File: config.mk
export PLATFORM = sky130hd
export DESIGN_NAME = mux2_arbiter
export DESIGN_NICKNAME = d
export VERILOG_FILES = /design/src/rtl/mux_arb_pkg.sv /design/src/rtl/Mux2_1.sv /design/src/rtl/hold_counter.sv /design/src/rtl/mux2_arbiter.sv
export SDC_FILE = /design/constraint.sdc
export NUM_CORES = 1
export LEC_CHECK = 0
export CORE_AREA = 2 2 39 41
export CTS_CLUSTER_DIAMETER = 30
export DETAILED_ROUTE_END_ITERATION = 16
export DIE_AREA = 0 0 41 43
export GPL_TIMING_DRIVEN = 0
export PLACE_DENSITY = 0.74
export SLEW_MARGIN = 20
export SYNTH_ARGS = -nofsm -noshare
export SYNTH_HDL_FRONTEND = slang
export SYNTH_SLANG_ARGS = --single-unit
export TNS_END_PERCENT = 30
File: constraint.sdc
create_clock -name clk -period 3.1 [get_ports clk]
set_input_delay 0.465 -clock clk [delete_from_list [all_inputs] [get_ports clk]]
set_output_delay 0.465 -clock clk [all_outputs]
set_load 0.01 [all_outputs]
File: src/rtl/mux_arb_pkg.sv
// Shared types and constants for the two-requester round-robin mux arbiter.
package mux_arb_pkg;

  typedef enum logic [1:0] {
    IDLE  = 2'd0,
    GNT_A = 2'd1,
    GNT_B = 2'd2
  } arb_state_t;

  localparam logic SEL_A = 1'b0;
  localparam logic SEL_B = 1'b1;

  // On a tie, the side that was not granted most recently wins.
  function automatic arb_state_t tie_winner(input logic last_side);
    return (last_side == SEL_A) ? GNT_B : GNT_A;
  endfunction

endpackage

File: src/rtl/Mux2_1.sv
// Single-bit 2-to-1 multiplexer: F = a when sel = 0, b when sel = 1.
module Mux2_1 (
  input  logic a,
  input  logic b,
  input  logic sel,
  output logic F
);

  assign F = sel ? b : a;

endmodule

File: src/rtl/hold_counter.sv
// Counts consecutive cycles a grant has been held; wraps at MAX_HOLD-1 and
// flags the last cycle of a hold window via terminal.
module hold_counter #(
  parameter int MAX_HOLD = 4
) (
  input  logic clk,
  input  logic rst_n,
  input  logic clear,
  input  logic enable,
  output logic terminal
);

  localparam int HW = (MAX_HOLD > 1) ? $clog2(MAX_HOLD) : 1;
  localparam logic [HW-1:0] LAST_CNT = HW'(MAX_HOLD - 1);

  logic [HW-1:0] count;

  assign terminal = (count == LAST_CNT);

  always_ff @(posedge clk or negedge rst_n) begin
    if (!rst_n) begin
      count <= '0;
    end else if (clear) begin
      count <= '0;
    end else if (enable) begin
      count <= terminal ? '0 : count + HW'(1);
    end
  end

endmodule

File: src/rtl/mux2_arbiter.sv
// Round-robin arbiter sharing one W-bit 2-to-1 mux between requesters A and B,
// with a forced handover after MAX_HOLD (>= 2) cycles of contention.
//
//   state | meaning
//   IDLE  | no grant; sel parks at its last value
//   GNT_A | A owns the output, sel = 0
//   GNT_B | B owns the output, sel = 1
module mux2_arbiter
  import mux_arb_pkg::*;
#(
  parameter int W        = 1,
  parameter int MAX_HOLD = 4
) (
  input  logic         clk,
  input  logic         rst_n,
  input  logic         req_a,
  input  logic         req_b,
  input  logic [W-1:0] a,
  input  logic [W-1:0] b,
  output logic         gnt_a,
  output logic         gnt_b,
  output logic         sel,
  output logic [W-1:0] F,
  output logic         valid,
  output logic         preempt
);

  arb_state_t state, state_next;
  logic       last, last_next;
  logic       gnt_a_next, gnt_b_next, sel_next, preempt_next;
  logic       hold_term, hold_clear, hold_en;

  always_ff @(posedge clk or negedge rst_n) begin
    if (!rst_n) begin
      state   <= IDLE;
      last    <= SEL_B;
      gnt_a   <= 1'b0;
      gnt_b   <= 1'b0;
      sel     <= SEL_A;
      preempt <= 1'b0;
    end else begin
      state   <= state_next;
      last    <= last_next;
      gnt_a   <= gnt_a_next;
      gnt_b   <= gnt_b_next;
      sel     <= sel_next;
      preempt <= preempt_next;
    end
  end

  always_comb begin
    state_next   = state;
    preempt_next = 1'b0;
    case (state)
      IDLE: begin
        if (req_a && req_b) state_next = tie_winner(last);
        else if (req_a)     state_next = GNT_A;
        else if (req_b)     state_next = GNT_B;
      end
      GNT_A: begin
        if (!req_a) begin
          state_next = req_b ? GNT_B : IDLE;
        end else if (req_b && hold_term) begin
          state_next   = GNT_B;
          preempt_next = 1'b1;
        end
      end
      GNT_B: begin
        if (!req_b) begin
          state_next = req_a ? GNT_A : IDLE;
        end else if (req_a && hold_term) begin
          state_next   = GNT_A;
          preempt_next = 1'b1;
        end
      end
      default: state_next = IDLE;
    endcase
  end

  always_comb begin
    gnt_a_next = (state_next == GNT_A);
    gnt_b_next = (state_next == GNT_B);
    sel_next   = sel;
    last_next  = last;
    if (state_next == GNT_A) begin
      sel_next  = SEL_A;
      last_next = SEL_A;
    end else if (state_next == GNT_B) begin
      sel_next  = SEL_B;
      last_next = SEL_B;
    end
    // Entry to a grant restarts the hold window; staying in it advances it.
    hold_clear = (state_next != IDLE) && (state_next != state);
    hold_en    = (state_next != IDLE) && (state_next == state);
  end

  hold_counter #(
    .MAX_HOLD (MAX_HOLD)
  ) u_hold (
    .clk      (clk),
    .rst_n    (rst_n),
    .clear    (hold_clear),
    .enable   (hold_en),
    .terminal (hold_term)
  );

  assign valid = gnt_a | gnt_b;

  for (genvar i = 0; i < W; i++) begin : g_bit
    Mux2_1 u_mux (
      .a   (a[i]),
      .b   (b[i]),
      .sel (sel),
      .F   (F[i])
    );
  end

endmodule

; ---- After elaboration in Yosys (flattened, before gate mapping)
; Index checks and enable logic that the tools add are counted.
[word_totals]
output_inout_bits = 6
reg_bits = 9
[classes]
add_sub_neg = 1
eq_ne = 7
bitwise = 1
n_reduce_logical = 9
n_mux = 22
[op_table]
columns = cell, n
row1 = $mux 2, 12
row2 = $mux 1, 8
row3 = $eq 2x2->1 const B, 3
row4 = $pmux 2 s3, 1
row5 = $reduce_bool 2->1, 3
row6 = $logic_and 1x1->1, 5
row7 = $eq 2x1->1 const B, 2
row8 = $add 2x1->2 const B, 1
row9 = $eq 2x2->1, 1
row10 = $logic_not 2->1, 1
row11 = $ne 2x2->1, 1
row12 = $pmux 1 s2, 1
row13 = $or 1x1->1, 1

; ---- Longest topological paths before layout
[depth]
word_depth = 9
ltp_mapped = 9
depth_no_buf = 9

; ---- By module
; From an unflattened synthesis, not the netlist that was laid out.
[unflattened]
hier_cells = 64
hier_area_um2 = 614.3
[modules_own_cells]
columns = module, instances, area_per_inst_um2, seq_area_each_um2, cells_each
row1 = mux2_arbiter, 1, 499.2, 176.4, 55
row2 = hold_counter, 1, 100.1, 50.0, 8
row3 = Mux2_1, 1, 15.0, 0.0, 1

; ---- Worst setup path before layout
; Ideal clock, no wire load.
[synth_path]
kind = register -> register
start = register state[1]
end = register u_hold.count[1]
synth_period_minus_slack_ns = 2.363
setup_ns = 0.066
stages_incl_launch_ff = 10
arrival_ns = 2.297
t_required_ns = 3.034
setup_slack_ns = 0.737
n_path_buf = 0
path_cell_list = dfrtp_1 inv_1 ha_1 nand2_2 a311o_1 a31o_2 ha_1 a221o_1 a31oi_1 a32o_2
[synth_via]
elab_chain_len = 7
word_cells_on_any_way = 18
[synth_lines]
columns = item, line_no
row1 = "start, declared", mux2_arbiter.sv:28  ; arb_state_t state, state_next;
row2 = "start signal, assigned", mux2_arbiter.sv:42  ; state <= state_next;
row3 = $mux 2, mux2_arbiter.sv:58  ; else if (req_b) state_next = GNT_B;
row4 = $mux 2, mux2_arbiter.sv:57  ; else if (req_a) state_next = GNT_A;
row5 = $mux 2, mux2_arbiter.sv:56  ; if (req_a && req_b) state_next = tie_winner(last);
row6 = $pmux 2 s3, mux2_arbiter.sv:54  ; case (state)
row7 = $ne 2x2->1 (tied with other cells), mux2_arbiter.sv:93  ; hold_clear = (state_next != IDLE) && (state_next != state);
row8 = $logic_and 1x1->1 (on tied branches), "mux2_arbiter.sv:93, mux2_arbiter.sv:94"
row9 = $mux 2 / $reduce_bool 2->1 (equally long branches), -
row10 = "end signal, assigned", hold_counter.sv:26  ; count <= terminal ? '0 : count + HW'(1);
row11 = "end, declared", hold_counter.sv:16  ; logic [HW-1:0] count;
; Parallel ways exist; a longest one is shown, timed or not.
; A chain may end at the register's enable or synchronous reset.

; ---- Final worst setup path
; Same ends and word-level chain as after synthesis.

==> run summary <==
Number of enable flip-flop cells after synthesis - 0
Hpwl dp - 1.03 mm
ANT cells - 0
Area Growth Syn to Fin - 24.8%
Largest net degree at the start of global routing - 11
Port Buffer Count - 11
Critical path launch point type - register
Seq/Total Area, Yosys - 35.8%
Cts bufs inserted - 3
Net Sw Power - 304 uW
Die X - 41 um
Worst VDD drop - 444 uV
Total Neg Setup Slack - 0 ns
Vias in the first global route - 590
Core Util, Final - 57.0%
Sequential power share - 28.3%
# DRC - 0
Placed insts - 92
Most common cell after layout, fill and taps aside - clkdlybuf4s50_1
Fill cell count - 123
Syn Nets - 79
Slew HR - 75.6%
Worst setup path class - register to register
CTS tree - done
Clock power frac - 11.8%
Pins Over Slew Limit - 0
Post-CTS Resized - 0
Crit path DAT - 2.83 ns
Clk_lat worst skew - 0.26 ns
Post-Synthesis Cells - 65
Main synth FF type - dfrtp_1
Max frequency - 380 MHz
Worst path required time - 3.29 ns
All-Layer GR Usage - 18.8%
Power share of the combinational group - 59.9%
Max-Cap Viols - 0
Via Count - 551
I/O pin cnt - 12
DR pass1 iterations - 4
Post-layout min period - 2.63 ns
CTS HTree Levels - 1
Routability congestion estimate from global placement - 0.765
Worst-path clk slew - 0.06 ns
Post-synth ARST share - 100%
Final hold vios - 0
Deepest clock path buffer count - 2
Synth warnings - 0
Post-Syn Area - 632 um^2
Post-CTS Setup Bufs - 0
Endpoints failing setup - 0
Worst Hold Class - input port to asynchronous set/reset pin
First-pass GRT wire length - 2.20 mm
# rows - 14
Minimum hold slack - 0.486 ns
Post-Route WL - 1.27 mm
Antenna viol nets, final - 0
Final Non-Filler Cells - 96
Total power - 738 uW
Run status - finished, final reports clean
RSZ-0062 raised after global routing - no
CP Capture Type - register
Final #Nets - 95
Leak - 0.364 nW
PD cells - 936 nW/um^2
GR Overflow Total - 0
Net Sw Frac - 41.3%
Worst-Margin Slew - 0.365 ns
Number of distinct library cells after synthesis - 32
Setup clock skew after layout - 0.00300 ns
Starting density of the core - 45.7%
Die Y - 43 um
Avg WL per Cell - 13.2 um
CP Max Fanout - 9
Synthesized area per cell - 9.72 um^2
Initial antenna violation count - 0
Seq cells post-synth - 9
DR vias/cell - 5.74
DR iter-0 viols - 12
Core area - 1380 um^2
CTS Root Cell - clkbuf_4
Most frequent cells in the layout - clkdlybuf4s50_1 (11), ha_1 (8), dfrtp_1 (8)
# hold bufs at CTS - 0
Die area - 1760 um^2
CTS Sinks - 9
Int Pwr - 434 uW
Period utilization - 85.0%
Layout cells sized above 1 - 16.3%
metal layers:
layer | wire [um] | track usage, %
met1 | 526 | 20.3
met2 | 665 | 32.2
met3 | 48 | 1.57
met4 | 29 | 12.0
met5 | 0 | 0
stage by stage:
stage	cell area (um^2)	worst slack [ns]
after floorplan	632	0.737
after global placement	762	0.360
after detailed placement	762	0.332
after CTS	788	0.473
after global routing	788	0.326
final	788	0.466
layout make-up:
cell class,instances,area [um^2],area share [%]
multi-input combinational,48,374,47.5
sequential,9,226,28.7
timing repair buffer,11,110,14.0
clock buffer,4,26.3,3.33
inverter,7,26.3,3.33
tap,16,20.0,2.54
buffer,1,5.00,0.635
cell families (layout without fill, tap and decap cells):
| family | count (synthesis) | count (layout) | synth area share [%] |
|---|---|---|---|
| compound gates | 19 | 19 | 24.8 |
| buf+inv | 8 | 23 | 4.95 |
| simple gates | 19 | 19 | 15.2 |
| fa+ha+maj | 8 | 8 | 15.8 |
| mux | 2 | 2 | 3.37 |
| flops | 9 | 9 | 35.8 |
cells in the mapped netlist, types with 2 or more instances:
master | n | area (um^2)
nand2b_1 | 2 | 12.5
inv_1 | 7 | 26.3
o21ai_0 | 2 | 10.0
a21oi_1 | 3 | 15.0
ha_1 | 8 | 100
dfrtp_1 | 8 | 200
or2_2 | 2 | 12.5
nor2_1 | 6 | 22.5
nand2_1 | 3 | 11.3
a32oi_1 | 2 | 17.5
power by group through the flow:
| stage | registers, mW | logic [mW] | clock network, mW |
|---|---|---|---|
| 2_1_floorplan | 0.207 | 0.315 | 0 |
| 4_1_cts | 0.210 | 0.446 | 0.0907 |
| 5_1_grt | 0.218 | 0.492 | 0.0946 |
| 6_report | 0.209 | 0.442 | 0.0869 |
| 3_5_place_dp | 0.210 | 0.443 | 0 |
| 3_3_place_gp | 0.209 | 0.425 | 0 |
worst max-delay path: stages (launching register included):
cell	delay (ns)
dfrtp_1	0.48
inv_1	0.14
ha_1	0.31
nand2_2	0.10
a311o_1	0.39
a31o_2	0.27
ha_1	0.21
a221o_1	0.27
a31oi_1	0.19
a32o_2	0.21
path summary, 6_finish.rpt:
path	endpoint	cells after the start	slack [ns]	startpoint
hold / removal	state[0]$_DFF_PN0_	1	0.49	rst_n
hold reg to reg	u_hold.count[1]$_DFFE_PN0P_	1	0.52	u_hold.count[1]$_DFFE_PN0P_
setup / recovery	u_hold.count[1]$_DFFE_PN0P_	9	0.47	state[1]$_DFF_PN0_
min in group clk	u_hold.count[1]$_DFFE_PN0P_	1	0.52	u_hold.count[1]$_DFFE_PN0P_
max in group asynchronous	last$_DFFE_PN1P_	1	2.31	rst_n
setup reg to reg	u_hold.count[1]$_DFFE_PN0P_	9	0.47	state[1]$_DFF_PN0_
state kept, by name, indices dropped and copies added, names as in the netlist:
name,count
sel,1
u_hold.count,2
state,2
gnt_b,1
last,1
preempt,1
gnt_a,1
No activity file was read; power rests on OpenSTA's default activity.
